[src/rtl/ifetch.sv]
// ifetch: fetch FSM with one outstanding word read, PC step/jump control and a one-entry decode buffer.
// Latency: request handshake -> instr_valid after 2 cycles with zero-wait memory; at least 3 cycles per instruction.
// Backpressure: request held stable while mem_ready=0; buffer held and fetch paused while instr_ready=0. Option: IFETCH_MISALIGN_TRAP_EN.
package ifetch_pkg;
    typedef enum logic [1:0] {
        PC_HOLD = 2'd0,
        PC_STEP = 2'd1,
        PC_JUMP = 2'd2
    } pc_ctl_t;
endpackage

module ifetch
    import ifetch_pkg::*;
(
    input  logic        Clk,
    input  logic        Reset,
    input  logic [31:0] addr_in,
    input  logic        misaligned,
    output pc_ctl_t     pc_ctl,
    output logic        mem_req_valid,
    input  logic        mem_ready,
    output logic [31:0] mem_addr,
    input  logic        mem_rvalid,
    input  logic [31:0] mem_rdata,
    output logic        instr_valid,
    input  logic        instr_ready,
    output logic [31:0] instr_out,
    output logic [31:0] instr_pc,
    input  logic        redirect,
    output logic        fault
);

`ifdef IFETCH_MISALIGN_TRAP_EN
    typedef enum logic [2:0] {REQ, WAIT, BUF, DRAIN, FAULT} state_t;
`else
    typedef enum logic [1:0] {REQ, WAIT, BUF, DRAIN} state_t;
`endif

    state_t      state;
    state_t      state_nxt;
    logic [31:0] fetch_addr;
    logic [31:0] req_addr;
    logic        hs;
    logic        capture;

`ifdef IFETCH_MISALIGN_TRAP_EN
    assign fetch_addr = addr_in;
`else
    // Without the trap the low PC bits are ignored and the word is fetched aligned.
    logic unused_bits;
    assign unused_bits = ^{addr_in[1:0], misaligned};
    assign fetch_addr  = {addr_in[31:2], 2'b00};
`endif

    assign mem_addr = fetch_addr;
    assign hs       = mem_req_valid & mem_ready;
    assign capture  = (state == WAIT) & mem_rvalid & ~redirect;

    always_ff @(posedge Clk or posedge Reset) begin
        if (Reset) begin
            state <= REQ;
        end else begin
            state <= state_nxt;
        end
    end

    always_comb begin
        state_nxt = state;
        case (state)
            REQ: begin
                if (redirect) begin
                    // A request accepted alongside a redirect still owes us a response.
                    state_nxt = hs ? DRAIN : REQ;
                end
`ifdef IFETCH_MISALIGN_TRAP_EN
                else if (misaligned) begin
                    state_nxt = FAULT;
                end
`endif
                else if (hs) begin
                    state_nxt = WAIT;
                end
            end
            WAIT: begin
                if (mem_rvalid) begin
                    state_nxt = redirect ? REQ : BUF;
                end else if (redirect) begin
                    state_nxt = DRAIN;
                end
            end
            BUF: begin
                if (redirect || instr_ready) begin
                    state_nxt = REQ;
                end
            end
            DRAIN: begin
                if (mem_rvalid) begin
                    state_nxt = REQ;
                end
            end
`ifdef IFETCH_MISALIGN_TRAP_EN
            FAULT: begin
                if (redirect) begin
                    state_nxt = REQ;
                end
            end
`endif
            default: state_nxt = REQ;
        endcase
    end

    always_comb begin
        mem_req_valid = 1'b0;
        pc_ctl        = PC_HOLD;
        instr_valid   = 1'b0;
        fault         = 1'b0;
        if (state == REQ) begin
`ifdef IFETCH_MISALIGN_TRAP_EN
            mem_req_valid = ~misaligned;
`else
            mem_req_valid = 1'b1;
`endif
        end
        if (redirect) begin
            pc_ctl = PC_JUMP;
        end else if ((state == WAIT) && mem_rvalid) begin
            pc_ctl = PC_STEP;
        end
        instr_valid = (state == BUF);
`ifdef IFETCH_MISALIGN_TRAP_EN
        fault = (state == FAULT);
`endif
    end

    always_ff @(posedge Clk or posedge Reset) begin
        if (Reset) begin
            req_addr  <= 32'h0;
            instr_out <= 32'h0;
            instr_pc  <= 32'h0;
        end else begin
            if (hs) begin
                req_addr <= fetch_addr;
            end
            if (capture) begin
                instr_out <= mem_rdata;
                instr_pc  <= req_addr;
            end
        end
    end

endmodule
[config.mk]
export PLATFORM = sky130hd
export DESIGN_NAME = ifetch
export DESIGN_NICKNAME = d
export VERILOG_FILES = /design/src/rtl/ifetch.sv
export SDC_FILE = /design/constraint.sdc
export NUM_CORES = 1
export LEC_CHECK = 0
export CAP_MARGIN = 0
export CORE_UTILIZATION = 39
export CTS_BUF_LIST = sky130_fd_sc_hd__clkbuf_8
export DETAILED_ROUTE_END_ITERATION = 12
export MAX_ROUTING_LAYER = met4
export PLACE_DENSITY = 0.78
export SLEW_MARGIN = 20
export SYNTH_ARGS = -nofsm -noshare
export SYNTH_HDL_FRONTEND = slang
export SYNTH_SLANG_ARGS = --single-unit
export TNS_END_PERCENT = 5
[constraint.sdc]
create_clock -name Clk -period 2.64 [get_ports Clk]
set_input_delay 0.396 -clock Clk [delete_from_list [all_inputs] [get_ports Clk]]
set_output_delay 0.396 -clock Clk [all_outputs]
set_load 0.05 [all_outputs]
Word-level counts from Yosys, hierarchy flattened --
Cells that the tools add are included.
Storage, ports and cells: logic and storage cells 31, bits in registers 94, output and inout port bits 101, bits of input ports 71
Cells by class: equality and inequality tests 7, reductions and logical operators 4, bitwise operators 4, mux-type cells 12
Operators with widths (number):
- two-way mux 2 bit | 9
- one-hot mux 2 bit (4 select lines) | 1
- != test 3 bit (second input constant) | 2
- == test 2 bit (second input constant) | 2
- AND reduction 4 bit | 1
- bitwise AND 1 bit | 3
- == test 2 x 1 -> 1 bit (second input constant) | 1
- zero test 2 bit | 1
- two-way mux 1 bit | 2
- != test 2 x 1 -> 1 bit (second input constant) | 1
- != test 2 bit (second input constant) | 1
- logical AND 1 bit | 1
- logical OR 1 bit | 1
- NOT 1 bit | 1

Logic depth before layout (Yosys ltp) --
Gate-level depths: netlist of run 1.
word-level depth 6, mapped depth 5, mapped depth without buffers 4

Worst setup path after synthesis of run 1 --
Ideal clock, no wire load.
kind reg2reg, start reg state[0], end reg req_addr[3], required time 2.515 ns, cell stages (with the launch flop) 6, slack 0.595 ns, library setup time 0.125 ns, buffers on the path 2, arrival 1.920 ns, cell sequence dfrtp_1 nor2_1 and2_1 buf_6 buf_6 mux2_2
On the way: longest elaborated chain between the ends 3
RTL lines:
- start: declaration | line 39 | state_t state;
- start signal: assignment | line 63 | state <= state_nxt;
- zero test 2 bit | line 117 | if (state == REQ) begin
- two-way mux 1 bit | line 117
- named net mem_req_valid | line 20 | output logic mem_req_valid,
- bitwise AND 1 bit | line 56 | assign hs = mem_req_valid & mem_ready;
- end signal: assignment | line 142 | req_addr <= fetch_addr;
- end: declaration | line 42 | logic [31:0] req_addr;
The timed path passes the listed nets, and every way through them passes these cells. A chain may end at the register's enable or synchronous reset.

Worst setup path in the final report of run 1 --
start reg state[0], end out mem_req_valid
On the way: longest elaborated chain between the ends 2
RTL lines (line):
- zero test 2 bit | 117
- two-way mux 1 bit | 117
- end: declaration | 20
Every way passes these cells.

==> results_dict.tcl, run 1 <==
set metrics [dict create \
    slew_headroom 0.642 \
    cts_made_buffers 9 \
    dp.cells 500 \
    synth.largest_area_cell "dfrtp_1" \
    core-area_sq_mm 0.00942 \
    peakVddDrop_v 0.000563 \
    detailed_place_hpwl_microns 5560 \
    synthTopCellsByArea "dfrtp_1, mux2_2, buf_4" \
    synth.avg_cell_area_sq_um 15.7 \
    hp-class "reg -> reg" \
    die_w_microns 102 \
    die_h_microns 102 \
    finalCritPeriodShare 0.845 \
    grtUsageTotal 0.158 \
    drive_gt1_frac 0.305 \
    arrival_ps 1840 \
    ys_ff_latch 94 \
    cp-start-kind "flop" \
    skew_ps 12.3 \
    synth_area_sq_mm 0.00387 \
    clk_pin_slew_ps 90 \
    power_leakage_uw 0.00235 \
    drtPass1Iterations 3 \
    wirelength_microns 7670 \
    die_area_sq_mm 0.0103 \
    cts_buffer_depth 2 \
    area.growth.synth_to_final_pct 45.2 \
    cts_tree "yes" \
    num_rows 35 \
    ys_types 17 \
    fillers 772 \
    post-route-drc-count 0 \
    rsz0062_at_grt "false" \
    grt_pass1_vias 2561 \
    endpoint_kind "output pin" \
    ant_nets 0 \
    ys_warn_count 0 \
    ctsHoldBuffers 0 \
    cts_setup_buffers 0 \
    cts_num_sinks 94 \
    finalPower_uw 7740 \
    cp_max_fo 4 \
    io_pins 172 \
    fmax_mhz 448 \
    root_buffer "clkbuf_8" \
    final_cells 516 \
    synth_top_area_frac 0.608 \
    post-route-util 0.597 \
    crit_required_ps 2240 \
    start_util 0.411 \
    wl_per_cell_microns 14.9 \
    antenna_cells 0 \
    netlist_instances 246 \
    fin_tns_setup_ps 0 \
    grt_max_degree 95 \
    grt_overflow 0 \
    status "finished clean" \
    drtIter0Drc 32 \
    place_congestion 0.738 \
    port_buffers 163 \
    grt_pass1_wl_microns 12100 \
    path_class "reg -> out" \
    power_density_mw_per_mm2 1380 \
    clk_latency_ps 350 \
    nets 453 \
    multiInputGateArea_sq_mm 0.00116 \
    drv_slew 0 \
    vias 2373 \
    seqCellArea_sq_mm 0.00235 \
    vias_per_cell 4.60 \
    tightest_slew_ps 535 \
    htreeDepth 3 \
    setup_violations 0 \
    maxCapViolCount 0 \
    cts_resized 0 \
    hold_viol 0 \
    ys_seq_area_frac 0.608 \
    final.min_clock_period_ps 2230 \
    grt_antenna_before_repair 0 \
]
-- routing by layer --
metal,share of wire,global-route usage,vias up
met1,0.39,0.179,1187
met5,0,-,-
li1,-,-,1070
met4,0.017,0.0669,0
met2,0.51,0.262,104
met3,0.079,0.0435,12
-- through the flow --
stage	area [sq um]	hold WS, ps	setup slack, ps
after floorplan	3890	475	595
after global placement	5400	482	431
after detailed placement	5400	491	405
after CTS	5620	513	378
after global routing	5620	524	322
final	5620	507	409
-- layout by cell type, fill, tap and decap left out --
cell type and instances:
and2_2 1, dfrtp_1 94, a32oi_1 1, nand2b_1 1, clkbuf_8 12, and2b_1 1
o211ai_1 1, clkinv_4 1, inv_2 1, clkdlybuf4s50_1 162, buf_4 2, nand3_2 1
bufinv_16 1, or2b_1 1, conb_1 5, nor2_1 3, mux2_4 10, clkinvlp_4 3
mux2_2 82, buf_12 4
-- Yosys cell counts --
cell type  instances
mux2_4            10
dfrtp_1           94
mux2_2            82
and2_1             1
nand3_2            1
and2b_1            1
nor2_1             3
inv_2              1
inv_1              1
buf_4             40
nand2b_1           1
buf_6              5
conb_1             1
buf_2              2
o211ai_1           1
or2b_1             1
a32oi_1            1
-- cell type report --
cell class                      instances  share of cell area
Multi-Input combinational cell        107               0.206
Clock inverter                          4             0.00957
Timing Repair Buffer                  168               0.306
Tap cell                              129              0.0287
Clock buffer                           12              0.0294
Inverter                                2             0.00200
Sequential cell                        94               0.419
-- logic make-up after synthesis --
logic type	after synthesis	share of synthesized area
DFF	94	0.608
muxes	92	0.277
buffers and inverters	49	0.0967
and+or+nand+nor	8	0.0126
AOI/OAI and AO/OA	2	0.00421
other	1	0.000969
-- report_power, final --
part,internal [uW],switching (uW)
logic,1700,2520
clock network,517,481
registers,2170,354
-- flip-flops by register name, indices dropped and copies added (netlist names) --
signal and flops:
instr_out 32, instr_pc 30, req_addr 30, state 2
-- final timing paths --
kind	endpoint	depth (start not counted)	from	slack, ps
setup / recovery	mem_req_valid	2	state[0]	410
hold / removal	instr_pc[29]	1	req_addr[29]	510
setup reg to reg	req_addr[28]	4	state[0]	840
hold reg to reg	instr_pc[29]	1	req_addr[29]	510
max in group asynchronous	state[1]	3	Reset	1730
min in group asynchronous	instr_out[10]	3	Reset	530
-- worst max-delay path, cell delays in order (launching register included) --
cell,delay [ps]
dfrtp_1,420
nor2_1,230
clkdlybuf4s50_1,850
(Power assumes the default switching activity.)
==> run 2, diff against run 1 <==
--- a/config.mk
+++ b/config.mk
@@ -6,11 +6,11 @@
 export NUM_CORES = 1
 export LEC_CHECK = 0
 export CAP_MARGIN = 0
-export CORE_UTILIZATION = 39
+export CORE_UTILIZATION = 43
 export CTS_BUF_LIST = sky130_fd_sc_hd__clkbuf_8
 export DETAILED_ROUTE_END_ITERATION = 12
 export MAX_ROUTING_LAYER = met4
-export PLACE_DENSITY = 0.78
+export PLACE_DENSITY = 0.82
 export SLEW_MARGIN = 20
 export SYNTH_ARGS = -nofsm -noshare
 export SYNTH_HDL_FRONTEND = slang
==> constraint.sdc (replaced) <==
create_clock -name Clk -period 2.1 [get_ports Clk]
set_input_delay 0.315 -clock Clk [delete_from_list [all_inputs] [get_ports Clk]]
set_output_delay 0.315 -clock Clk [all_outputs]
set_load 0.05 [all_outputs]
==> results_dict.tcl, run 2 (synthesis gave the netlist of run 1 again) <==
set metrics [dict create \
    rr_startpoint "state[0]" \
    die_area_sq_mm 0.00938 \
    cts_made_buffers 9 \
    path_common_cell "buf_12" \
    drive_gt1_frac 0.376 \
    detailed_place_hpwl_microns 5330 \
    status "finished clean" \
    fin_tns_setup_ps 0 \
    antenna_cells 0 \
    core-area_sq_mm 0.00872 \
    grt_max_degree 95 \
    cts_buffer_depth 2 \
    placed_cell_area_sq_mm 0.00530 \
    place_congestion 0.688 \
    mostFrequentLayoutCells "clkdlybuf4s50_1, dfrtp_1, mux2_2" \
    power_leakage_uw 0.00238 \
    largest_reg_flops 32 \
    cp_max_fo 41 \
    setup_ws_ps 196 \
    final.min_clock_period_ps 1900 \
    drv_slew 0 \
    finalCritPeriodShare 0.907 \
    clk_pin_slew_ps 80 \
    grt_pass1_wl_microns 12300 \
    path_class "in -> out" \
    final_cells 494 \
    post-route-drc-count 0 \
    rsz0062_at_grt "false" \
    ant_nets 0 \
    rrSetupSlack_ps 500 \
    reg_top3 "instr_out x32, instr_pc x30, req_addr x30" \
    area.growth.synth_to_final_pct 41.5 \
    dp.cells 479 \
    port_buffers 163 \
    wirelength_microns 7400 \
    regMostFlops "instr_out" \
    cts_num_sinks 94 \
    power_density_mw_per_mm2 1740 \
    start_util 0.444 \
    arrival_ps 1590 \
    nets 453 \
    cts_tree "yes" \
    grt_pass1_vias 2484 \
    whs_ps 462 \
    hold_viol 0 \
    vias 2368 \
    wl_per_cell_microns 15.0 \
    pre_cts_ws_ps 172 \
    crit_path_max_incr_delay_ps 470 \
    grt_antenna_before_repair 0 \
    cp_cell_sequence "clkdlybuf4s50_1 > nor2_1 > nand3_2 > inv_2 > buf_12 > buf_12" \
    slowest_stage "clkdlybuf4s50_1" \
    drtPass1Iterations 4 \
    reg2reg_to "req_addr[24]" \
    drtIter0Drc 21 \
    hp-class "in -> async" \
    htreeDepth 3 \
    ff2ff_path_depth 4 \
    tightest_slew_ps 552 \
    setup_violations 0 \
    peakVddDrop_v 0.000805 \
    final_common_cell "clkdlybuf4s50_1" \
    fmax_mhz 525 \
    design_area_sq_mm 0.00548 \
    endpoint_kind "output pin" \
    ctsHoldBuffers 0 \
    io_pins 172 \
    cp-start-kind "input port" \
    root_buffer "clkbuf_8" \
    fillers 708 \
    crit_required_ps 1780 \
    vias_per_cell 4.79 \
    die_h_microns 96.9 \
    die_w_microns 96.9 \
    num_rows 34 \
    maxCapViolCount 0 \
    clk_latency_ps 340 \
    grt_overflow 0 \
    skew_ps 10.1 \
    crit_path_start "redirect" \
    slew_headroom 0.631 \
    grtUsageTotal 0.170 \
]
run 2: cell types whose count changed in the layout (fill, tap and decap cells not counted), sizes merged:
cell,before,now
clkdlybuf4s50,162,129
clkinvlp,3,2
inv,1,4
dlygate4sd2,0,2
buf,6,37
clkbuf,12,9
run 2: report_power, final:
part	total (uW)	switching [uW]	internal, uW
clock	1100	568	534
combinational	5280	3160	2110
sequential	3170	440	2730
run 2: worst max-delay path by stage:
stage	endpoint	slack [ps]
CTS	pc_ctl[0]	180
global route	pc_ctl[0]	100
global placement	instr_out[16]	210
detailed placement	instr_out[31]	170
finish	pc_ctl[0]	200
floorplan	req_addr[3]	60
run 2: critical path, delay by kind of cell:
kind                   cells  cell delay [ps]
buffers and inverters      4              930
AND/OR/NAND/NOR            2              300
run 2: repair_timing:
| action | 4_1_cts | 5_1_grt |
|---|---|---|
| setup endpoints to repair | 2 | 0 |
| resized for setup | 2 | 0 |
| buffers inserted | 0 | 0 |
run 2: metrics by stage:
stage	util	power, uW
final	0.628	9550
after global routing	0.628	10000
after CTS	0.628	9670
after detailed placement	0.607	8560
after global placement	0.607	8410
after floorplan	-	6850
run 2: per-layer routing:
metal	wire length, microns	track usage
met3	417	0.0441
met2	3790	0.277
met1	3030	0.204
met5	0	-
met4	155	0.0654
run 2: layout make-up:
cell class | count | area, sq um | area share
flip-flops and latches | 94 | 2350 | 0.430
multi-input cells | 107 | 1160 | 0.212
inverters | 2 | 11.3 | 0.00206
repair buffers | 168 | 1640 | 0.299
clock inverters | 6 | 57.6 | 0.0105
well taps | 108 | 135 | 0.0247
clock buffers | 9 | 124 | 0.0226
==> run 3, diff against run 2 <==
--- a/config.mk
+++ b/config.mk
@@ -9,7 +9,6 @@
 export CORE_UTILIZATION = 43
 export CTS_BUF_LIST = sky130_fd_sc_hd__clkbuf_8
 export DETAILED_ROUTE_END_ITERATION = 12
-export MAX_ROUTING_LAYER = met4
 export PLACE_DENSITY = 0.82
 export SLEW_MARGIN = 20
 export SYNTH_ARGS = -nofsm -noshare
==> results_dict.tcl, run 3 (synthesis gave the netlist of run 1 again) <==
set metrics [dict create \
    vias_per_cell 4.78 \
    start_util 0.444 \
    busiest_layer "met2" \
    use_met2 0.277 \
    arrival_ps 1590 \
    setup_violations 0 \
    die_w_microns 96.9 \
    post-route-drc-count 0 \
    root_buffer "clkbuf_8" \
    io_pins 172 \
    regMostFlops "instr_out" \
    core-area_sq_mm 0.00872 \
    nets 453 \
    hold_viol 0 \
    maxCapViolCount 0 \
    pre_cts_ws_ps 172 \
    die_h_microns 96.9 \
    power_density_mw_per_mm2 1740 \
    grt_overflow 0 \
    vias 2363 \
    clk_pin_slew_ps 80 \
    grt_max_degree 95 \
    whs_ps 467 \
    area.growth.synth_to_final_pct 41.5 \
    cts_tree "yes" \
    ctsHoldBuffers 0 \
    tightest_slew_ps 549 \
    drv_slew 0 \
    grt_use_met3 0.0513 \
    rsz0062_at_grt "false" \
    cts_num_sinks 94 \
    largest_reg_flops 32 \
    place_congestion 0.681 \
    clk_latency_ps 340 \
    grtUsageTotal 0.166 \
    hp-class "in -> async" \
    cts_buffer_depth 2 \
    post-route-util 0.628 \
    drtIter0Drc 7 \
    mostFrequentLayoutCells "clkdlybuf4s50_1, dfrtp_1, mux2_2" \
    dp.cells 479 \
    cp-start-kind "input port" \
    cp_max_fo 41 \
    final_cells 494 \
    peakVddDrop_v 0.000806 \
    cts_made_buffers 9 \
    grt_pass1_wl_microns 12300 \
    final_common_cell "clkdlybuf4s50_1" \
    final.min_clock_period_ps 1900 \
    grt_pass1_vias 2481 \
    grt_antenna_before_repair 0 \
    path_class "in -> out" \
    detailed_place_hpwl_microns 5330 \
    drtPass1Iterations 4 \
    endpoint_kind "output pin" \
    skew_ps 9.37 \
    power_leakage_uw 0.00238 \
    slew_headroom 0.633 \
    die_area_sq_mm 0.00938 \
    status "finished clean" \
    fmax_mhz 525 \
    num_rows 34 \
    crit_required_ps 1780 \
    use_met1 0.200 \
    wl_per_cell_microns 15.0 \
    htreeDepth 3 \
    setup_ws_ps 196 \
    finalCritPeriodShare 0.907 \
    wirelength_microns 7410 \
    port_buffers 163 \
    drive_gt1_frac 0.376 \
    fin_tns_setup_ps 0 \
    antenna_cells 0 \
    ant_nets 0 \
    reg_top3 "instr_out x32, instr_pc x30, req_addr x30" \
]
[run 3: cell counts in the layout (fill, tap and decap cells not counted)]
No cell type changed its count.
[run 3: cell type report]
cell class | instances | area (sq um)
clock buffer | 9 | 124
clock inverter | 6 | 57.6
fill | 708 | 3250
inverter | 2 | 11.3
multi-input combinational | 107 | 1160
sequential | 94 | 2350
tap | 108 | 135
timing repair buffer | 168 | 1640
[run 3: worst max-delay path, cell delays in order]
cell and delay [ps]:
clkdlybuf4s50_1 480, nor2_1 190, nand3_2 110, inv_2 80, buf_12 210, buf_12 170
[run 3: where the power goes]
group	total [uW]	switching, uW	internal [uW]
sequential	3170	442	2730
clock	1100	568	534
combinational	5280	3160	2110
[run 3: path summary, 6_finish.rpt]
check / endpoint / slack (ps) / cells past startpoint / from
max in group asynchronous: instr_out[25] / 1250 / 3 / Reset
worst min register to register: req_addr[27] / 510 / 1 / req_addr[27]
worst max register to register: req_addr[24] / 500 / 4 / state[0]
worst max-delay path: pc_ctl[0] / 200 / 6 / redirect
worst min-delay path: instr_pc[12] / 470 / 3 / Reset
min in group Clk: req_addr[27] / 510 / 1 / req_addr[27]
[run 3: metal layers]
layer | up-vias | share of wire
li1 | 1077 | -
met1 | 1175 | 0.40
met2 | 100 | 0.52
met3 | 11 | 0.067
met4 | 0 | 0.018
met5 | - | 0
[run 3: timing repair]
| item | CTS | global route |
|---|---|---|
| endpoints found under the setup margin | 2 | 0 |
| hold endpoints to repair | 0 | 0 |
| setup buffers | 0 | 0 |
| gates resized for setup | 2 | 0 |
[run 3: per-stage QoR]
stage / area (sq um) / total power (uW)
floorplan: 3890 / 6850
global placement: 5300 / 8410
detailed placement: 5300 / 8560
CTS: 5480 / 9670
global route: 5480 / 10000
finish: 5480 / 9550
